## config.mk

```make
export PLATFORM = sky130hd
export DESIGN_NAME = hs_tx_sequencer_flat
export DESIGN_NICKNAME = d
export VERILOG_FILES = /design/src/rtl/hs_tx_pkg.sv /design/src/rtl/hs_tx_sequencer_if.sv /design/src/rtl/hs_tx_sequencer.sv /design/src/flat_wrapper.sv
export SDC_FILE = /design/constraint.sdc
export NUM_CORES = 1
export LEC_CHECK = 0
export CAP_MARGIN = 20
export CORE_ASPECT_RATIO = 1.75
export CORE_UTILIZATION = 45
export CTS_CLUSTER_DIAMETER = 80
export CTS_CLUSTER_SIZE = 8
export DETAILED_ROUTE_END_ITERATION = 12
export DONT_BUFFER_PORTS = 1
export HOLD_SLACK_MARGIN = 0.12
export SLEW_MARGIN = 10
export SYNTH_ARGS = -nofsm -noshare
export SYNTH_HDL_FRONTEND = slang
export SYNTH_SLANG_ARGS = --single-unit
export TNS_END_PERCENT = 10
```

## constraint.sdc

```tcl
create_clock -name TxWordClkHs -period 1.7 [get_ports TxWordClkHs]
set_input_delay 0.17 -clock TxWordClkHs [delete_from_list [all_inputs] [get_ports TxWordClkHs]]
set_output_delay 0.17 -clock TxWordClkHs [all_outputs]
set_load 0.01 [all_outputs]
```

## src/rtl/hs_tx_pkg.sv

```systemverilog
// hs_tx_pkg: shared definitions for the C-PHY HS transmit word path.
// Holds the burst sequencer state encoding, the C-PHY symbol codes and the
// 21-bit framing words ordered {Flip[6:0], Rotation[6:0], Polarity[6:0]}.
// Each framing word is built from its symbol sequence, so the hex values
// follow from the symbol codes and are not typed in by hand.
package hs_tx_pkg;

    typedef enum logic [2:0] {
        IDLE,
        PREAMBLE,
        SYNC,
        DATA,
        POST
    } state_t;

    // Symbol code {flip, rotation, polarity}
    localparam logic [2:0] SYM3 = 3'b011;
    localparam logic [2:0] SYM4 = 3'b100;

    localparam int WORD_W = 21;

    // Spread seven 3-bit symbols (index 0 is sent first) across the three
    // 7-bit lanes, so that bit i of every lane belongs to symbol i.
    function automatic logic [WORD_W-1:0] sym_word(input logic [6:0][2:0] syms);
        logic [6:0] flip;
        logic [6:0] rot;
        logic [6:0] pol;
        for (int i = 0; i < 7; i++) begin
            flip[i] = syms[i][2];
            rot[i]  = syms[i][1];
            pol[i]  = syms[i][0];
        end
        return {flip, rot, pol};
    endfunction

    // Concatenations list symbol 6 first and symbol 0 last
    localparam logic [WORD_W-1:0] PREAMBLE_WORD = sym_word({7{SYM3}});
    localparam logic [WORD_W-1:0] SYNC_WORD     =
        sym_word({SYM3, SYM4, SYM4, SYM4, SYM4, SYM4, SYM3});
    localparam logic [WORD_W-1:0] POST_WORD     = sym_word({7{SYM4}});

endpackage

```

## src/rtl/hs_tx_sequencer_if.sv

```systemverilog
// hs_tx_sequencer_if: payload handshake and serializer word bus of the HS
// burst sequencer. The master modport is the HS protocol/lane-control side,
// which requests bursts and offers payload words. The slave modport is the
// sequencer, which frames the burst and drives the serializer word lanes.
interface hs_tx_sequencer_if;

    logic       TxRequestHs;
    logic       TxWordValid;
    logic       TxWordReady;
    logic [6:0] InFlip;
    logic [6:0] InRotation;
    logic [6:0] InPolarity;
    logic [6:0] TxFlip;
    logic [6:0] TxRotation;
    logic [6:0] TxPolarity;
    logic       SerializerEn;
    logic       TxBusy;

    modport master (
        output TxRequestHs, TxWordValid, InFlip, InRotation, InPolarity,
        input  TxWordReady, TxFlip, TxRotation, TxPolarity, SerializerEn, TxBusy
    );

    modport slave (
        input  TxRequestHs, TxWordValid, InFlip, InRotation, InPolarity,
        output TxWordReady, TxFlip, TxRotation, TxPolarity, SerializerEn, TxBusy
    );

endinterface

```

## src/rtl/hs_tx_sequencer.sv

```systemverilog
// hs_tx_sequencer: word-rate C-PHY HS burst framer in the TxWordClkHs domain.
// Each burst is sent as PRE_WORDS preamble words, one sync word, the payload
// words (a sync filler on underrun), then POST_WORDS post words. The word
// lanes and SerializerEn are registered. TxWordReady and TxBusy decode the
// current state.
// Optional build macro HS_TX_UNDERRUN_CNT_EN adds the UnderrunCnt[7:0] output.
// UnderrunCnt counts the filler words of the current burst and saturates.
module hs_tx_sequencer
    import hs_tx_pkg::*;
#(
    parameter int PRE_WORDS  = 2,
    parameter int POST_WORDS = 1,
    parameter int CNT_W      = 4
) (
    input  logic             TxWordClkHs,
    input  logic             rst,
    hs_tx_sequencer_if.slave bus
`ifdef HS_TX_UNDERRUN_CNT_EN
    ,
    output logic [7:0]       UnderrunCnt
`endif
);

    state_t              state;
    state_t              state_nxt;
    logic [CNT_W-1:0]    cnt;
    logic [CNT_W-1:0]    cnt_nxt;
    logic [WORD_W-1:0]   word;
    logic [WORD_W-1:0]   word_nxt;
    logic                en;
    logic                en_nxt;
`ifdef HS_TX_UNDERRUN_CNT_EN
    logic [7:0]          ucnt;
    logic [7:0]          ucnt_nxt;
`endif

    // Next-state and next-word decode; request is only acted on in IDLE,
    // SYNC and DATA, so pulses during PREAMBLE/POST are ignored.
    always_comb begin
        // NOTE: every signal gets its hold value before the case, so no branch can infer a latch.
        state_nxt = state;
        cnt_nxt   = cnt;
        word_nxt  = word;
        en_nxt    = en;
`ifdef HS_TX_UNDERRUN_CNT_EN
        ucnt_nxt  = ucnt;
`endif
        case (state)
            IDLE: begin
                if (bus.TxRequestHs) begin
                    word_nxt  = PREAMBLE_WORD;
                    en_nxt    = 1'b1;
                    cnt_nxt   = CNT_W'(1);
                    state_nxt = PREAMBLE;
`ifdef HS_TX_UNDERRUN_CNT_EN
                    ucnt_nxt  = '0;
`endif
                end
            end
            PREAMBLE: begin
                if (cnt < CNT_W'(PRE_WORDS)) begin
                    cnt_nxt = cnt + 1'b1;
                end else begin
                    word_nxt  = SYNC_WORD;
                    state_nxt = SYNC;
                end
            end
            SYNC, DATA: begin
                if (bus.TxRequestHs) begin
                    state_nxt = DATA;
                    if (bus.TxWordValid) begin
                        word_nxt = {bus.InFlip, bus.InRotation, bus.InPolarity};
                    end else begin
                        // Underrun: keep the line busy with a sync word
                        word_nxt = SYNC_WORD;
`ifdef HS_TX_UNDERRUN_CNT_EN
                        if (ucnt != 8'hFF) begin
                            ucnt_nxt = ucnt + 8'd1;
                        end
`endif
                    end
                end else begin
                    word_nxt  = POST_WORD;
                    cnt_nxt   = CNT_W'(1);
                    state_nxt = POST;
                end
            end
            POST: begin
                if (cnt < CNT_W'(POST_WORDS)) begin
                    cnt_nxt = cnt + 1'b1;
                end else begin
                    word_nxt  = '0;
                    en_nxt    = 1'b0;
                    state_nxt = IDLE;
                end
            end
            default: begin
                word_nxt  = '0;
                en_nxt    = 1'b0;
                state_nxt = IDLE;
            end
        endcase
    end

    // State, counter and output word registers; reset aborts a burst at once.
    always_ff @(posedge TxWordClkHs or negedge rst) begin
        if (!rst) begin
            state <= IDLE;
            cnt   <= '0;
            word  <= '0;
            en    <= 1'b0;
`ifdef HS_TX_UNDERRUN_CNT_EN
            ucnt  <= '0;
`endif
        end else begin
            // NOTE: non-blocking assignments so every register samples the pre-edge values.
            state <= state_nxt;
            cnt   <= cnt_nxt;
            word  <= word_nxt;
            en    <= en_nxt;
`ifdef HS_TX_UNDERRUN_CNT_EN
            ucnt  <= ucnt_nxt;
`endif
        end
    end

    assign bus.TxFlip       = word[20:14];
    assign bus.TxRotation   = word[13:7];
    assign bus.TxPolarity   = word[6:0];
    assign bus.SerializerEn = en;
    assign bus.TxWordReady  = bus.TxRequestHs && ((state == SYNC) || (state == DATA));
    assign bus.TxBusy       = (state != IDLE);
`ifdef HS_TX_UNDERRUN_CNT_EN
    assign UnderrunCnt      = ucnt;
`endif

endmodule

```

## src/flat_wrapper.sv

```systemverilog
// flat-port wrapper written by rule: the top's interface ports become plain ports
module hs_tx_sequencer_flat import hs_tx_pkg::*;
#(
    parameter int PRE_WORDS  = 2,
    parameter int POST_WORDS = 1,
    parameter int CNT_W      = 4
)
  (TxWordClkHs, rst, bus_TxRequestHs, bus_TxWordValid, bus_InFlip, bus_InRotation, bus_InPolarity, bus_TxWordReady, bus_TxFlip, bus_TxRotation, bus_TxPolarity, bus_SerializerEn, bus_TxBusy);
  hs_tx_sequencer_if bus_i ();
  input  logic TxWordClkHs;
  input  logic rst;
  input wire logic [$bits(bus_i.TxRequestHs)-1:0] bus_TxRequestHs;
  input wire logic [$bits(bus_i.TxWordValid)-1:0] bus_TxWordValid;
  input wire logic [$bits(bus_i.InFlip)-1:0] bus_InFlip;
  input wire logic [$bits(bus_i.InRotation)-1:0] bus_InRotation;
  input wire logic [$bits(bus_i.InPolarity)-1:0] bus_InPolarity;
  output wire logic [$bits(bus_i.TxWordReady)-1:0] bus_TxWordReady;
  output wire logic [$bits(bus_i.TxFlip)-1:0] bus_TxFlip;
  output wire logic [$bits(bus_i.TxRotation)-1:0] bus_TxRotation;
  output wire logic [$bits(bus_i.TxPolarity)-1:0] bus_TxPolarity;
  output wire logic [$bits(bus_i.SerializerEn)-1:0] bus_SerializerEn;
  output wire logic [$bits(bus_i.TxBusy)-1:0] bus_TxBusy;
  assign bus_i.TxRequestHs = bus_TxRequestHs;
  assign bus_i.TxWordValid = bus_TxWordValid;
  assign bus_i.InFlip = bus_InFlip;
  assign bus_i.InRotation = bus_InRotation;
  assign bus_i.InPolarity = bus_InPolarity;
  assign bus_TxWordReady = bus_i.TxWordReady;
  assign bus_TxFlip = bus_i.TxFlip;
  assign bus_TxRotation = bus_i.TxRotation;
  assign bus_TxPolarity = bus_i.TxPolarity;
  assign bus_SerializerEn = bus_i.SerializerEn;
  assign bus_TxBusy = bus_i.TxBusy;
  hs_tx_sequencer #(.PRE_WORDS(PRE_WORDS), .POST_WORDS(POST_WORDS), .CNT_W(CNT_W)) u_core (.TxWordClkHs(TxWordClkHs), .rst(rst), .bus(bus_i));
endmodule
```

==> results.toml <==
[status]
status = "finished, violations left"
violations = "design-rule violations, negative setup slack"

[critical_path]
cp_cell_sequence = "or3_4 -> nor3_4 -> nor3_4 -> buf_6 -> mux2_4"
rr_endpoint = "u_core.word[6]"
critical_path.max_stage_delay_ns = 0.43
crit_start = "u_core.cnt[1]"
reg2regPathDepth = 5
crit_top_cell = "nor3_4"
rrSetupSlack_ns = -0.002
worstPathArrival_ns = 1.87
critPathBufInv = 1
critPathLaunchType = "flip-flop"
crit_type = "flip-flop to flip-flop"
reg2reg_from = "u_core.cnt[1]"
crit_path_max_fanout = 6
required_ns = 1.86
crit_slowest_cell = "or3_4"
end_kind = "flip-flop"
critPathTopFamily = "simple AND/OR/NAND/NOR gates"

[logic_synthesis]
synth-edff-count = 0
yosysTopAreaCell = "dfrtp_1"
avgSynthCellArea_um2 = 10.9
synthDistinctLibCells = 35
synth_area_mm2 = 0.00140
synthCells = 129
yosys-top-cells-area = "dfrtp_1, a2bb2oi_1, mux2_4"
yosysSeqAreaShare_pct = 51.7
synth_top_family_by_area = "compound AO/OA/AOI/OAI gates"
synth_fa_ha_area_share_pct = 1.78
synthMuxAreaShare_pct = 9.46
synthSimpleGateAreaFrac_pct = 12.0
synth_top_area_share_pct = 51.7
synthesis.nets = 156
synth-compound-area-share_pct = 18.8
ys.warnings.count = 0
synth_xor_area_share_pct = 1.25
synth-seq-cells = 29
synth_ff_type = "dfrtp_1"
async_flop_share_pct = 100

[timing]
hold_violations = 0
period_share_pct = 100
hold_ws_ns = 0.120
final.min_clock_period_ns = 1.70
setup_ws_ns = -0.00243
max_freq_ghz = 0.587
relSlewSlack_pct = 70.2
skew_ns = 0.00569
rsz0062_at_grt = "true"
slew_violations = 0
worst_slew_pin_slew_ns = 0.446
setup_viol = 1

[clock_tree]
cts_buffers = 5
cts_max_level = 2
cts.clk_slew.worst_paths_ns = 0.06
clk_path_buf_depth = 2
root_buffer = "clkbuf_8"
clkSinkCount = 29
cts_tree = "done"
clk_latency_ns = 0.28

[placed_design]
dp_hpwl_mm = 2.16
portBuffers = 0
place_congestion = 0.832
dp_cells = 166
dp_slack_ns = -0.0710

[floorplan]
rows = 26
start_util_pct = 47.9
die_area_mm2 = 0.00335
dieHeight_um = 75.9
dieWidth_um = 44.2
core_area_mm2 = 0.00293
pin_count = 49

[detailed_routing]
drt-initial-drc-count = 29
dr_total_vias = 1103
firstDrtPassIters = 11
wl_mm = 3.18
drt.antenna.violating_nets = 0
via_per_inst = 5.77
route.detailed.drc = 4
post_drt_wl_per_cell_um = 16.6

[global_route]
grt-ovfl-total = 0
grt_pass1_vias = 1110
grt_pass1_wl_mm = 5.01
grt_usage_pct = 20.9
grt_max_degree = 30
antenna_found_initial = 0

[finish]
drive_above_1_share_pct = 27.6
diodes = 0
fin_util_pct = 63.4
fin_nets = 189
final_cell_mix = "dfrtp_1, dlygate4sd3_1, buf_4, nand2_1"
syn_to_final_growth_pct = 32.4
fill_cells = 235
fin_cells = 191
mostFrequentLayoutCell = "dfrtp_1"

[run]
cap_viol_max_count = 0

[pwr]
peakVddDrop_mv = 1.17
p_total_mw = 3.95
p_leak_nw = 0.838
powerDensity_mw_per_mm2 = 2130

[worst_hold_path]
worstHoldStart = "bus_InFlip[4]"
hold_end = "u_core.word[18]"
worstHoldPathCells = 2
hp-class = "input port to flip-flop"
-- worst register-to-register path, cell delays in order (launching register included) --
cell	delay (ns)
dfrtp_1	0.40
or3_4	0.43
nor3_4	0.22
nor3_4	0.09
buf_6	0.14
mux2_4	0.30
-- kinds of logic after synthesis --
logic type,Yosys count
adders and majority gates,2
and+or+nand+nor,32
DFF,29
buffers and inverters,16
xor gates and xnor gates,2
muxes,11
AOI/OAI and AO/OA,37
-- report_power, final --
| group | total (mW) | switching (mW) | internal, mW |
|---|---|---|---|
| Combinational | 1.93 | 0.882 | 1.05 |
| Sequential | 1.40 | 0.368 | 1.03 |
| Clock | 0.620 | 0.255 | 0.365 |
| Total | 3.95 | 1.50 | 2.44 |
-- per-stage QoR --
stage	cell area [um2]	setup TNS, ns
3_3_place_gp	1520	-0.0282
6_report	1860	-0.00243
3_5_place_dp	1520	-0.185
4_1_cts	1790	-0.391
2_1_floorplan	1400	0
5_1_grt	1860	-0.164
-- cell usage after synthesis (2+ instances only) --
library cell  number
o22ai_1            2
dfrtp_1           29
a21boi_0           2
mux2_4             4
a21oi_1            5
inv_1             11
xnor2_1            2
nand2b_1           2
nor2_1             7
nand2_1           13
ha_1               2
clkbuf_1           3
mux2_2             2
o21ai_0           10
a211oi_2           2
a2bb2oi_1         10
mux2i_1            5
-- registers in the layout, indices dropped and copies added (netlist names) --
| name | count |
|---|---|
| u_core.bus.SerializerEn | 1 |
| u_core.word | 21 |
| u_core.cnt | 4 |
| u_core.state | 3 |
-- cell type report --
cell class                 count  area (um2)  share of cell area (%)
inverter                      11        41.3                    2.22
sequential                    29         727                    39.2
clock inverter                 1        5.00                   0.270
multi-input combinational     84         664                    35.8
timing repair buffer          31         288                    15.5
tap                           28        35.0                    1.89
clock buffer                   7        96.3                    5.19
-- routing by layer --
layer  part of all wire, %  up-vias  track usage [%]
met5                     0        -                0
met4                   2.0        0             10.1
met3                   5.8        6             6.64
met2                    54       45             38.6
met1                    39      532             20.5
li1                      -      520                -
-- what timing repair did --
action	4_1_cts	5_1_grt
resized for setup	3	14
hold buffers	15	0
pin swaps	1	2
endpoints found under the setup margin	15	16
endpoints found under the hold margin	44	0
setup buffers	0	2
-- how the worst max path moves through the flow --
stage,end,slack [ns],depth (start not counted)
3_3_place_gp,u_core.word[0],-0.03,6
5_1_grt,u_core.word[6],-0.04,5
4_1_cts,u_core.word[9],-0.04,5
3_5_place_dp,u_core.word[0],-0.07,6
2_1_floorplan,u_core.word[13],0.02,5
6_report,u_core.word[6],-0.002,5
Note: power is estimated with default switching activity, not from simulation.
